**config.mk**
```make
export PLATFORM = sky130hd
export DESIGN_NAME = retx_req_sched
export DESIGN_NICKNAME = d
export VERILOG_FILES = /design/src/rtl/retx_req_sched.sv
export SDC_FILE = /design/constraint.sdc
export NUM_CORES = 2
export LEC_CHECK = 0
export CAP_MARGIN = 10
export CORE_MARGIN = 2
export CORE_UTILIZATION = 35
export DETAILED_ROUTE_END_ITERATION = 7
export GPL_TIMING_DRIVEN = 0
export PLACE_DENSITY_LB_ADDON = 0.08
export SYNTH_ARGS = -nofsm -noshare
export SYNTH_HDL_FRONTEND = slang
export SYNTH_SLANG_ARGS = --single-unit
```
**constraint.sdc**
```tcl
create_clock -name clk -period 13.2 [get_ports clk]
set_clock_uncertainty 0.15 [all_clocks]
set_input_delay 1.98 -clock clk [delete_from_list [all_inputs] [get_ports clk]]
set_output_delay 1.98 -clock clk [all_outputs]
set_load 0.01 [all_outputs]
```
**src/rtl/retx_req_sched.sv**
```systemverilog
`default_nettype none
// +----------------------------------------------------------------------------+
// | Module      : retx_req_sched                                               |
// | Description : MoldUDP64 retransmission request scheduler. Captures         |
// |               same-session and session-range misses into a small FIFO     |
// |               and splits each one into {session, seq, count} requests     |
// |               issued over a valid/ready handshake with optional spacing.  |
// | Revision    : 1.0 - initial release                                        |
// +----------------------------------------------------------------------------+
module retx_req_sched #(
   parameter int unsigned SEQ_NUM_W   = 64,
   parameter int unsigned SID_W       = 80,
   parameter int unsigned ML_W        = 16,
   parameter int unsigned REQ_MAX     = 1024,
   parameter int unsigned SID_REQ_MAX = 8,
   parameter int unsigned DEPTH       = 4,
   parameter int unsigned REQ_GAP     = 0
) (
   input  logic                 clk,
   input  logic                 reset,
   input  logic                 miss_seq_v_i,
   input  logic [SID_W-1:0]     miss_seq_sid_i,
   input  logic [SEQ_NUM_W-1:0] miss_seq_start_i,
   input  logic [SEQ_NUM_W-1:0] miss_seq_cnt_i,
   input  logic                 miss_sid_v_i,
   input  logic [SID_W-1:0]     miss_sid_start_i,
   input  logic [SEQ_NUM_W-1:0] miss_sid_seq_start_i,
   input  logic [SID_W-1:0]     miss_sid_cnt_i,
   output logic                 req_v_o,
   input  logic                 req_ready_i,
   output logic [SID_W-1:0]     req_sid_o,
   output logic [SEQ_NUM_W-1:0] req_seq_num_o,
   output logic [ML_W-1:0]      req_cnt_o,
   output logic                 busy_o,
   output logic                 ovf_o
);

   // The FIFO count field holds either a sequence count or a session count.
   localparam int unsigned CNT_W = (SID_W > SEQ_NUM_W) ? SID_W : SEQ_NUM_W;
   localparam int unsigned AW    = $clog2(DEPTH);

   localparam logic [CNT_W-1:0] REQ_MAX_C  = CNT_W'(REQ_MAX);
   localparam logic [CNT_W-1:0] SID_MAX_C  = CNT_W'(SID_REQ_MAX);
   localparam logic [ML_W-1:0]  REQ_MAX_ML = ML_W'(REQ_MAX);
   localparam logic [15:0]      GAP_LOAD   = (REQ_GAP > 0) ? 16'(REQ_GAP - 1) : 16'd0;

   localparam logic [1:0] S_IDLE = 2'd0;
   localparam logic [1:0] S_SEQ  = 2'd1;
   localparam logic [1:0] S_SID  = 2'd2;
   localparam logic [1:0] S_GAP  = 2'd3;

   // Miss FIFO storage, one field per array
   logic                 fifo_type [DEPTH];
   logic [SID_W-1:0]     fifo_sid  [DEPTH];
   logic [SEQ_NUM_W-1:0] fifo_seq  [DEPTH];
   logic [CNT_W-1:0]     fifo_cnt  [DEPTH];
   logic [AW:0]          wr_ptr;
   logic [AW:0]          rd_ptr;

   logic                 empty;
   logic                 full;
   logic                 head_type;
   logic [SID_W-1:0]     head_sid;
   logic [SEQ_NUM_W-1:0] head_seq;
   logic [CNT_W-1:0]     head_cnt;

   logic                 want_sid;
   logic                 want_seq;
   logic                 collide;
   logic                 pop;
   logic                 push;
   logic                 ovf_set;
   logic [SID_W-1:0]     push_sid;
   logic [SEQ_NUM_W-1:0] push_seq;
   logic [CNT_W-1:0]     push_cnt;

   // Working registers for the entry being issued
   logic [1:0]           state;
   logic [1:0]           state_nx;
   logic [SID_W-1:0]     cur_sid;
   logic [SEQ_NUM_W-1:0] cur_seq;
   logic [CNT_W-1:0]     rem;
   logic                 in_sid;
   logic [15:0]          gap_cnt;
   logic                 ovf;

   logic                 issuing;
   logic                 hs;
   logic [ML_W-1:0]      chunk;
   logic [CNT_W-1:0]     rem_after_seq;
   logic [CNT_W-1:0]     rem_after_sid;

   assign empty     = (wr_ptr == rd_ptr);
   assign full      = (wr_ptr[AW] != rd_ptr[AW]) && (wr_ptr[AW-1:0] == rd_ptr[AW-1:0]);
   assign head_type = fifo_type[rd_ptr[AW-1:0]];
   assign head_sid  = fifo_sid[rd_ptr[AW-1:0]];
   assign head_seq  = fifo_seq[rd_ptr[AW-1:0]];
   assign head_cnt  = fifo_cnt[rd_ptr[AW-1:0]];

   // A simultaneous pair is illegal upstream; the session-range miss wins.
   assign collide  = miss_seq_v_i & miss_sid_v_i;
   assign want_sid = miss_sid_v_i & (miss_sid_cnt_i != '0);
   assign want_seq = miss_seq_v_i & ~miss_sid_v_i & (miss_seq_cnt_i != '0);
   assign pop      = (state == S_IDLE) & ~empty;
   // A pop in the same cycle frees the slot, so a full FIFO can still accept.
   assign push     = (want_sid | want_seq) & (~full | pop);
   assign ovf_set  = ((want_sid | want_seq) & full & ~pop) | collide |
                     (pop & head_type & (head_cnt > SID_MAX_C));

   assign push_sid = miss_sid_v_i ? miss_sid_start_i     : miss_seq_sid_i;
   assign push_seq = miss_sid_v_i ? miss_sid_seq_start_i : miss_seq_start_i;
   assign push_cnt = miss_sid_v_i ? CNT_W'(miss_sid_cnt_i) : CNT_W'(miss_seq_cnt_i);

   assign issuing       = (state == S_SEQ) | (state == S_SID);
   assign hs            = issuing & req_ready_i;
   assign chunk         = (rem > REQ_MAX_C) ? REQ_MAX_ML : rem[ML_W-1:0];
   assign rem_after_seq = rem - CNT_W'(chunk);
   assign rem_after_sid = rem - CNT_W'(1);

   assign busy_o = ~empty | (state != S_IDLE);
   assign ovf_o  = ovf;

   // FIFO storage write; contents are don't-care while the pointers say empty
   always_ff @(posedge clk) begin
      if (push) begin
         fifo_type[wr_ptr[AW-1:0]] <= miss_sid_v_i;
         fifo_sid[wr_ptr[AW-1:0]]  <= push_sid;
         fifo_seq[wr_ptr[AW-1:0]]  <= push_seq;
         fifo_cnt[wr_ptr[AW-1:0]]  <= push_cnt;
      end
   end

   // FIFO pointers and sticky overflow flag
   always_ff @(posedge clk) begin
      if (reset) begin
         wr_ptr <= '0;
         rd_ptr <= '0;
         ovf    <= 1'b0;
      end else begin
         if (push) begin
            wr_ptr <= wr_ptr + {{AW{1'b0}}, 1'b1};
         end
         if (pop) begin
            rd_ptr <= rd_ptr + {{AW{1'b0}}, 1'b1};
         end
         if (ovf_set) begin
            ovf <= 1'b1;
         end
      end
   end

   // FSM state register
   always_ff @(posedge clk) begin
      if (reset) begin
         state <= S_IDLE;
      end else begin
         state <= state_nx;
      end
   end

   // FSM next-state logic
   always_comb begin
      state_nx = state;
      case (state)
         S_IDLE: begin
            if (!empty) begin
               state_nx = head_type ? S_SID : S_SEQ;
            end
         end
         S_SEQ: begin
            if (hs) begin
               if (REQ_GAP > 0) begin
                  state_nx = S_GAP;
               end else if (rem_after_seq == '0) begin
                  state_nx = S_IDLE;
               end
            end
         end
         S_SID: begin
            if (hs) begin
               if (REQ_GAP > 0) begin
                  state_nx = S_GAP;
               end else if (rem_after_sid == '0) begin
                  state_nx = S_IDLE;
               end
            end
         end
         S_GAP: begin
            if (gap_cnt == 16'd0) begin
               if (rem == '0) begin
                  state_nx = S_IDLE;
               end else begin
                  state_nx = in_sid ? S_SID : S_SEQ;
               end
            end
         end
         default: state_nx = S_IDLE;
      endcase
   end

   // Working registers: load on pop, advance on each handshake, count the gap.
   // Session entries are clipped to SID_REQ_MAX sessions at load time.
   always_ff @(posedge clk) begin
      if (reset) begin
         cur_sid <= '0;
         cur_seq <= '0;
         rem     <= '0;
         in_sid  <= 1'b0;
         gap_cnt <= 16'd0;
      end else begin
         case (state)
            S_IDLE: begin
               if (!empty) begin
                  cur_sid <= head_sid;
                  cur_seq <= head_seq;
                  in_sid  <= head_type;
                  rem     <= (head_type && (head_cnt > SID_MAX_C)) ? SID_MAX_C : head_cnt;
               end
            end
            S_SEQ: begin
               if (hs) begin
                  cur_seq <= cur_seq + SEQ_NUM_W'(chunk);
                  rem     <= rem_after_seq;
                  gap_cnt <= GAP_LOAD;
               end
            end
            S_SID: begin
               if (hs) begin
                  cur_sid <= cur_sid + SID_W'(1);
                  cur_seq <= SEQ_NUM_W'(1);
                  rem     <= rem_after_sid;
                  gap_cnt <= GAP_LOAD;
               end
            end
            S_GAP: begin
               if (gap_cnt != 16'd0) begin
                  gap_cnt <= gap_cnt - 16'd1;
               end
            end
            default: begin
            end
         endcase
      end
   end

   // Request outputs, driven to zero whenever no request is offered
   always_comb begin
      req_v_o       = 1'b0;
      req_sid_o     = '0;
      req_seq_num_o = '0;
      req_cnt_o     = '0;
      if (issuing) begin
         req_v_o       = 1'b1;
         req_sid_o     = cur_sid;
         req_seq_num_o = cur_seq;
         req_cnt_o     = (state == S_SEQ) ? chunk : REQ_MAX_ML;
      end
   end

endmodule
`default_nettype wire

```
==> results by group <==
Layout
  – Layout cells sized above 1: approximately 14%
  – Area delta synth->final: 25.7%
  – Final core occ: about 44%
  – Net count, final: 5812
  – Filler instances: between 10000 and 15000

Synthesis
  – Area leader, netlist: edfxtp_1
  – Post-Syn Instances: about 4500
  – Post-synth ARST share: 0%
  – Top-count cell post-synth: edfxtp_1
  – Synth Warn #: 0
  – Synth Register Bits: approximately 1200
  – EDFF count, synth: 900
  – Most used DFF post-synth: edfxtp_1
  – Area of the mapped netlist: 0.0559 mm^2
  – Synth cell count leaders: 900 x edfxtp_1, 336 x nand2_1, 333 x nor2_1
  – Synth top area cells: edfxtp_1 48%, mux4_2 9.1%, dfxtp_1 9.0%, mux2_2 4.3%, nand2_1 2.3%
  – Distinct cells, synth: between 80 and 90
  – Syn Area/Cell: about 12 um^2
  – Top-area cell type share of the netlist area: between 40% and 50%
  – Part of the Yosys area used for sequential elements: roughly 57%

Outcome
  – Status: finished clean

Critical path
  – Req. time, crit path: about 14 ns
  – Critical Path Fanout Max: 10
  – Crit path DAT: 9.38 ns
  – Setup crit end: state[0]$_SDFFE_PP0P_
  – Critical Path End Type: flip-flop
  – R2R Setup Slk: 4.26 ns
  – Critical Setup Path Class: reg2reg
  – Reg2Reg Depth: 20
  – Worst Setup Start Kind: flip-flop
  – Beginning of the critical path: rem[51]$_SDFFE_PP0P_
  – R2R Path Start: rem[51]$_SDFFE_PP0P_
  – Worst R2R End: state[0]$_SDFFE_PP0P_

Placement
  – DP HPWL: 201000 um
  – IO buf count: a little under 600
  – Dpl ws: around 4.8 ns
  – Gpl congestion: between 1 and 1.5

Job
  – Maxcap violations: 0

GRT
  – Gr usage total: between 30 and 40%
  – Vias in the first global route: 43100
  – Initial antenna violation count: 18
  – Largest net degree at the start of global routing: 28
  – First-pass GRT wire length: about 350000 um
  – GRT overflow: 0

Routing
  – Via count: 45000
  – Average wire per standard cell: ~35 um
  – Remaining antenna violation count after routing: 0
  – DR iter-0 viols: 5568
  – DRT Pass-1 Iters: 6
  – Drt drc: 0
  – Via density: about 6.0
  – Final wirelength: roughly 260000 um

CTS
  – H-Tree Depth: 4
  – Register clock-pin slew on the reported worst setup and hold paths: ~0.060 ns
  – CTS Buf Count: around 140
  – Post-CTS Setup Inserts: 0
  – Root buf cell: clkbuf_16
  – CTS tree: yes
  – Hold Buf Count CTS: 0
  – Clk_lat worst skew: 0.79 ns
  – CTS Buffer Depth: 3
  – Total clock sinks: about 1200
  – Cts repair resizes: 0

STA
  – Post-layout minimum cycle time: a little under 9 ns
  – Setup violations, final: 0
  – Fin. max-slew vios: 0
  – RSZ-0062 raised after global routing: false
  – Max Clk Rate: 112 MHz
  – Worst slew pin tran: 1.43 ns
  – Max_slew headroom: roughly 4.8%
  – Final setup margin: around 4.3 ns
  – Final worst path period share: 67.7%
  – Setup total negative slack: 0 ns
  – Final Hold Vio Count: 0
  – Worst hold margin: 0.311 ns

Power
  – Power density over the cells: ~230 mW/mm^2
  – Total power draw: 16.1 mW
  – Leak pwr: ~23 nW
  – VDD IR-drop max: around 170 uV

Die
  – Core area: between 0.15 and 0.2 mm^2
  – Die height: 404 um
  – Rows: approximately 150
  – DIE AREA: around 0.16 mm^2
  – Die extent in x: ~400 um
  – Top Ports: 600
  – Initial core utilization: roughly a third

Worst hold path
  – Hold Path Cell Cnt: 2
  – Min-delay worst type: reg2reg
  – Worst Hold Launch: gap_cnt[7]$_SDFFE_PP0P_
## worst max-delay path, cell delays in order, from the launching register on
cell and delay, ns:
dfxtp_1 0.29, clkbuf_1 0.32, nor4_1 0.66, nand3_1 0.51, nor4_1 1.04, nand3_1 0.51
clkbuf_1 0.54, nand2_1 0.21, ha_1 0.16, clkbuf_1 0.58, nand4_1 0.29, nor4_1 0.51
nand4_1 0.22, o311a_2 0.29, and2b_1 0.23, or3_1 0.32, a2111oi_1 0.83, nand4_1 0.40
o21a_1 0.31, nor4_1 0.28, nor3_1 0.10
## power by group
group          switching (mW)  leakage [nW]  internal [mW]  total [mW]
clock network            1.61          2.16           2.21        3.81
logic                    4.98          10.2           2.31        7.29
registers               0.422          10.4           4.56        4.99
## metal layers
metal	vias up	share of wire, %	track usage, %
li1	19200	-	-
met1	23000	42	42.4
met2	2356	45	48.4
met3	467	8.7	7.17
met4	14	4.0	11.8
met5	-	0.038	0
## cell type report
type / instances / area, um^2 / area share [%]
well taps: 2072 / 2590 / 3.69
clock inverters: 68 / 736 / 1.05
repair buffers: 660 / 7180 / 10.2
diodes: 6 / 15.0 / 0.0214
inverters: 68 / 255 / 0.363
plain buffers: 337 / 1320 / 1.88
multi-input cells: 2986 / 22300 / 31.8
clock buffers: 182 / 3730 / 5.31
flip-flops and latches: 1152 / 32100 / 45.7
## through the flow
| step | std cells | area, um^2 |
|---|---|---|
| 6_report | 7531 | 70200 |
| 5_1_grt | 7526 | 70200 |
| 4_1_cts | 7518 | 70100 |
| 3_5_place_dp | 7268 | 65700 |
| 3_3_place_gp | 7209 | 64500 |
| 2_1_floorplan | 4543 | 55900 |
## worst min path at each step
stage | slack (ns) | end
CTS | 0.31 | gap_cnt[7]$_SDFFE_PP0P_
global placement | 0.30 | gap_cnt[7]$_SDFFE_PP0P_
detailed placement | 0.31 | gap_cnt[7]$_SDFFE_PP0P_
finish | 0.31 | gap_cnt[7]$_SDFFE_PP0P_
global route | 0.33 | gap_cnt[10]$_SDFFE_PP0P_
floorplan | 0.29 | gap_cnt[7]$_SDFFE_PP0P_
## layout by cell type (no fill, tap or decap), drive strengths merged, types with 46 or more instances in the layout
| cell | synthesis | layout |
|---|---|---|
| mux2 | 211 | 211 |
| clkdlybuf4s50 | 0 | 594 |
| o21ai | 197 | 197 |
| dfxtp | 252 | 252 |
| nor3 | 162 | 162 |
| a221oi | 50 | 50 |
| clkbuf | 278 | 462 |
| a21oi | 242 | 242 |
| nor4 | 143 | 143 |
| inv | 67 | 77 |
| buf | 59 | 123 |
| and2 | 193 | 193 |
| nand4 | 77 | 77 |
| a211oi | 70 | 70 |
| nand3 | 89 | 89 |
| edfxtp | 900 | 900 |
| mux4 | 225 | 225 |
| xnor2 | 90 | 90 |
| and3 | 46 | 46 |
| nor2 | 333 | 333 |
| nand2 | 336 | 336 |
## kinds of logic after synthesis
family | share of synthesized area (%)
DFF | 57.4
other | 0.0134
muxes | 13.4
xor gates and xnor gates | 2.08
buffers and inverters | 2.79
AOI/OAI and AO/OA | 9.64
and+or+nand+nor | 13.9
adders and majority gates | 0.752
## registers in the layout, indices dropped and copies added, names as in the netlist, named ones only
name	flops
state	2
gap_cnt	16
wr_ptr	3
in_sid	1
ovf_o	1
cur_seq	64
fifo_cnt	320
cur_sid	80
fifo_type	4
fifo_seq	256
fifo_sid	320
rd_ptr	3
rem	80
Note: power is estimated with default switching activity, not from simulation.
